==> src/rtl/debounce_pkg.sv <==
// Shared types, default 100 MHz timing and width helpers for the button debounce bank.
package debounce_pkg;

  typedef enum logic [1:0] {
    IDLE,
    DELAY,
    REPEAT
  } rep_state_t;

  localparam int DEF_N               = 5;
  localparam int DEF_DEBOUNCE_CYCLES = 1_000_000;
  localparam int DEF_REPEAT_DELAY    = 30_000_000;
  localparam int DEF_REPEAT_PERIOD   = 10_000_000;

  // Counter width able to hold 0..max_val-1; never narrower than one bit.
  function automatic int cnt_w(input int max_val);
    return (max_val > 1) ? $clog2(max_val) : 1;
  endfunction

  function automatic int max_i(input int a, input int b);
    return (a > b) ? a : b;
  endfunction

endpackage

==> src/rtl/debounce_cell.sv <==
// Single-button conditioner: 2-flop synchronizer, saturating debounce counter and,
// with DEBOUNCE_BANK_REPEAT_EN defined, a hold-to-repeat gap generator.
module debounce_cell
  import debounce_pkg::*;
#(
  parameter int DEBOUNCE_CYCLES = DEF_DEBOUNCE_CYCLES,
  parameter int REPEAT_DELAY    = DEF_REPEAT_DELAY,
  parameter int REPEAT_PERIOD   = DEF_REPEAT_PERIOD
) (
  input  logic clk,
  input  logic rst,
  input  logic pb_in,
  output logic pb_db
);

  localparam int CW = cnt_w(DEBOUNCE_CYCLES);
  localparam logic [CW-1:0] CNT_LAST = CW'(DEBOUNCE_CYCLES - 1);
  localparam bit CFG_OK = (DEBOUNCE_CYCLES >= 2) && (REPEAT_DELAY >= 2) && (REPEAT_PERIOD >= 2);

  if (!CFG_OK) begin : g_bad_cfg
    $error("debounce_cell: DEBOUNCE_CYCLES, REPEAT_DELAY and REPEAT_PERIOD must all be >= 2");
  end

  logic          sync1_q, sync1_d;
  logic          sync2_q, sync2_d;
  logic [CW-1:0] cnt_q, cnt_d;
  logic          stable_q, stable_d;

  // Any return of sync2 to the accepted level restarts the count from zero.
  always_comb begin
    sync1_d  = pb_in;
    sync2_d  = sync1_q;
    cnt_d    = cnt_q;
    stable_d = stable_q;
    if (sync2_q == stable_q) begin
      cnt_d = '0;
    end else if (cnt_q == CNT_LAST) begin
      stable_d = sync2_q;
      cnt_d    = '0;
    end else begin
      cnt_d = cnt_q + CW'(1);
    end
  end

  always_ff @(posedge clk) begin
    if (rst) begin
      sync1_q  <= 1'b0;
      sync2_q  <= 1'b0;
      cnt_q    <= '0;
      stable_q <= 1'b0;
    end else begin
      sync1_q  <= sync1_d;
      sync2_q  <= sync2_d;
      cnt_q    <= cnt_d;
      stable_q <= stable_d;
    end
  end

`ifdef DEBOUNCE_BANK_REPEAT_EN
  localparam int HW = cnt_w(max_i(REPEAT_DELAY, REPEAT_PERIOD));
  localparam logic [HW-1:0] DELAY_LAST  = HW'(REPEAT_DELAY - 1);
  localparam logic [HW-1:0] PERIOD_LAST = HW'(REPEAT_PERIOD - 1);

  rep_state_t    state_q, state_d;
  logic [HW-1:0] hcnt_q, hcnt_d;
  logic          gap;
  logic          pb_db_q, pb_db_d;

  // Release (stable_d low) overrides everything, including a gap due this cycle.
  always_comb begin
    state_d = state_q;
    hcnt_d  = hcnt_q;
    gap     = 1'b0;
    if (!stable_d) begin
      state_d = IDLE;
      hcnt_d  = '0;
    end else begin
      case (state_q)
        IDLE: begin
          state_d = DELAY;
          hcnt_d  = '0;
        end
        DELAY: begin
          if (hcnt_q == DELAY_LAST) begin
            gap     = 1'b1;
            state_d = REPEAT;
            hcnt_d  = '0;
          end else begin
            hcnt_d = hcnt_q + HW'(1);
          end
        end
        REPEAT: begin
          if (hcnt_q == PERIOD_LAST) begin
            gap    = 1'b1;
            hcnt_d = '0;
          end else begin
            hcnt_d = hcnt_q + HW'(1);
          end
        end
        default: begin
          state_d = IDLE;
          hcnt_d  = '0;
        end
      endcase
    end
    pb_db_d = stable_d & ~gap;
  end

  always_ff @(posedge clk) begin
    if (rst) begin
      state_q <= IDLE;
      hcnt_q  <= '0;
      pb_db_q <= 1'b0;
    end else begin
      state_q <= state_d;
      hcnt_q  <= hcnt_d;
      pb_db_q <= pb_db_d;
    end
  end

  assign pb_db = pb_db_q;
`else
  assign pb_db = stable_q;
`endif

endmodule

==> src/rtl/debounce_bank.sv <==
// Bank of N independent button conditioners feeding the edge detectors.
// Hold-to-repeat gaps are enabled by defining DEBOUNCE_BANK_REPEAT_EN.
module debounce_bank
  import debounce_pkg::*;
#(
  parameter int N               = DEF_N,
  parameter int DEBOUNCE_CYCLES = DEF_DEBOUNCE_CYCLES,
  parameter int REPEAT_DELAY    = DEF_REPEAT_DELAY,
  parameter int REPEAT_PERIOD   = DEF_REPEAT_PERIOD
) (
  input  logic         clk,
  input  logic         rst,
  input  logic [N-1:0] pb_in,
  output logic [N-1:0] pb_db
);

  for (genvar i = 0; i < N; i++) begin : g_cell
    debounce_cell #(
      .DEBOUNCE_CYCLES(DEBOUNCE_CYCLES),
      .REPEAT_DELAY   (REPEAT_DELAY),
      .REPEAT_PERIOD  (REPEAT_PERIOD)
    ) u_cell (
      .clk  (clk),
      .rst  (rst),
      .pb_in(pb_in[i]),
      .pb_db(pb_db[i])
    );
  end

endmodule

==> config.mk <==
export PLATFORM = sky130hd
export DESIGN_NAME = debounce_bank
export DESIGN_NICKNAME = d
export VERILOG_FILES = /design/src/rtl/debounce_pkg.sv /design/src/rtl/debounce_cell.sv /design/src/rtl/debounce_bank.sv
export SDC_FILE = /design/constraint.sdc
export NUM_CORES = 1
export LEC_CHECK = 0
export ABC_AREA = 1
export ABC_CLOCK_PERIOD_IN_PS = 2400
export BUFFER_PORTS_ARGS = -buffer_cell sky130_fd_sc_hd__buf_2
export CORE_MARGIN = 2
export CORE_UTILIZATION = 60
export CTS_CLUSTER_SIZE = 30
export DETAILED_ROUTE_END_ITERATION = 10
export GPL_TIMING_DRIVEN = 0
export PLACE_DENSITY = 0.77
export REMOVE_ABC_BUFFERS = 1
export SKIP_CTS_REPAIR_TIMING = 1
export SYNTH_ARGS = -nofsm -noshare
export SYNTH_HDL_FRONTEND = slang
export SYNTH_SLANG_ARGS = --single-unit
==> constraint.sdc <==
create_clock -name clk -period 2.4 [get_ports clk]
set_input_delay 0.12 -clock clk [delete_from_list [all_inputs] [get_ports clk]]
set_output_delay 0.12 -clock clk [all_outputs]
set_load 0.005 [all_outputs]
==> reports/metrics.cfg <==
[yosys]
synth-simple-area-share = 0.384
synth_top_area_frac = 0.405
synth_compound_area_frac = 0.0455
ys_seq_elements = 115
synthAdderAreaFrac = 0.0110
synth.area.mux_share = 0
synthCells = 854
avgSynthCellArea_um2 = 6.66
synth_cell_types = 25
yosysWarnings = 0
synth_area_leaders = dfxtp_1 40%, nor2_1 15%, nand2_1 14%, inv_1 5.9%, nand3_1 4.5%
syn_area_um2 = 5690
synthXorXnorAreaFrac = 0.0770
synth_top_family_by_area = simple AND/OR/NAND/NOR gates
synth_top_area_cell = dfxtp_1
synth-seq-area-share = 0.405

[critical_path]
reg2reg_depth = 6
crit_type = reg2reg
crit_required_ps = 2760
critPathCaptureType = register
cp-start-kind = register
crit_fanout = 20
cp_data_arrival_time_ps = 2340

[timing]
fmax_ghz = 0.506
fin_crit_sh = 0.823
setup_tns_ps = 0
finalCriticalPeriod_ps = 1980
hold_viol = 0
worstMarginPinSlew_ps = 643
rsz0062_at_grt = no
clock_skew_ps = 11.5
max_slew_margin = 0.570
drv_slew = 0
setup_ws_ps = 424
setup_viol = 0

[pwr]
power.density_nw_per_um2 = 658
power.leakage_nw = 2.08
vdd_ir_drop_max_mv = 0.658

[final_layout]
final_nets = 893
num_antenna_cells = 0
design_area_um2 = 6410
drive_gt1_frac = 0.0594
syn2layout_area_growth_pct = 12.7
regArea_um2 = 2300
n_fill_cell = 768
multiInputGateArea_um2 = 2950

[placed_design]
place_area_um2 = 5780
dp_hpwl_um = 8280
place_congestion = 0.900
pre_cts_ws_ps = 399
io_buffers = 11

[global_route]
grt_pass1_wl_um = 20200
gr-total-overflow = 0
grt_pass1_vias = 4845
grt_max_degree = 21
grt_use_total = 0.244
antenna_found_initial = 0

[floorplan]
initial_core_util = 0.618
rows = 35
die_w_um = 101
pin_count = 12
core_um2 = 9200
die_area_um2 = 10300
fp.dieH_um = 101

[clocking]
root_buffer = clkbuf_8
cts.clk_slew.worst_paths_ps = 50
cts_tree = yes
htree_levels = 4
clkSinkCount = 115
cts-buffers-inserted = 17
clock_latency_ps = 510
clockBufferDepth = 2

[detailed_routing]
vias_per_cell = 5.11
dr_total_vias = 5129
routedWlPerCell_um = 11.6
drt_iter0_drc = 232
routed_wl_um = 11600
post-route-drc-count = 0
ant_nets = 0
first_pass_iters = 5

[worst_hold_path]
min_path_cells = 4
hp-class = in2reg

[run_status]
status = finished clean

[job]
maxCapViolations = 0

## placed cells by master, fill, tap and decap left out, types with 5 or more instances in the layout
| cell type | instances |
|---|---|
| or2_0 | 5 |
| a21oi_1 | 35 |
| dlygate4sd3_1 | 10 |
| ha_1 | 5 |
| clkbuf_1 | 5 |
| nor2_1 | 225 |
| xnor2_1 | 22 |
| nand3_2 | 5 |
| nand2_1 | 214 |
| o21ai_0 | 9 |
| dfxtp_1 | 115 |
| clkbuf_16 | 16 |
| inv_1 | 89 |
| nand4_1 | 14 |
| nand3_1 | 51 |
| buf_2 | 11 |
| xor2_1 | 28 |
## final timing paths
| kind | from | to | slack (ps) |
|---|---|---|---|
| worst max register to register | g_cell[1].u_cell.cnt_q[0] | g_cell[1].u_cell.cnt_q[9] | 420 |
| worst min register to register | g_cell[1].u_cell.sync1_q | g_cell[1].u_cell.sync2_q | 400 |
| worst max-delay path | g_cell[1].u_cell.cnt_q[0] | g_cell[1].u_cell.cnt_q[9] | 420 |
| worst min-delay path | pb_in[0] | g_cell[0].u_cell.sync1_q | 370 |
## critical path: stages (launching register included)
cell and delay (ps):
dfxtp_1 370, ha_1 280, nand3_2 130, nor2_1 250, nand3_1 180, nand2_1 520, nor2_1 110
## power by group
group,internal [mW],total (mW),switching [mW]
Clock,1.43,2.24,0.801
Combinational,0.0233,0.0548,0.0316
Sequential,1.92,1.93,0.00605
## per-layer routing
metal  global-route usage  vias to the layer above  routed length [um]
met5                    0                        -                   0
met4                0.119                        0                 253
met3               0.0635                       21                 407
met2                0.422                       92                5760
met1                0.279                     2322                5170
li1                     -                     2694                   -
## state kept, by name, indices dropped and copies added, names as in the netlist
signal / count
g_cell.u_cell.sync2_q: 5
g_cell.u_cell.cnt_q: 100
g_cell.u_cell.pb_db: 5
g_cell.u_cell.sync1_q: 5
## synth_stat cells
cell type and n:
buf_6 1, or2_2 3, nand3_1 51, buf_4 11, nand2_1 214, o21bai_1 3, o21ai_4 1, nor2_1 225
nand4_1 14, nor2_2 4, ha_1 5, xnor2_1 22, nand2_2 2, nand3_2 5, and2_1 2, inv_2 2
xor2_1 28, or2_0 5, nor3_1 3, inv_1 89, clkbuf_1 1, nand3b_1 4, a21oi_1 35, o21ai_0 9
dfxtp_1 115
## per-stage QoR
stage / util / hold WS [ps] / std cells / total power [mW]
2_1_floorplan: - / 191 / 841 / 1.99
3_3_place_gp: 0.629 / 319 / 963 / 2.01
3_5_place_dp: 0.629 / 330 / 963 / 2.01
4_1_cts: 0.686 / -211 / 993 / 4.24
5_1_grt: 0.697 / 398 / 1003 / 4.36
6_report: 0.697 / 371 / 1003 / 4.22
## logic make-up after synthesis
kind of cell,count (synthesis)
AO/OA/AOI/OAI,48
XOR/XNOR,50
adder cells (fa/ha/maj),5
buffers and inverters,104
flip-flops,115
AND/OR/NAND/NOR,532
## final cells by class
| cell class | count | share of cell area |
|---|---|---|
| clock buffer | 25 | 0.0740 |
| sequential | 115 | 0.359 |
| tap | 111 | 0.0217 |
| clock inverter | 5 | 0.00820 |
| inverter | 91 | 0.0533 |
| timing repair buffer | 21 | 0.0242 |
| multi-input combinational | 635 | 0.459 |
Note: power is estimated with default switching activity, not from simulation.
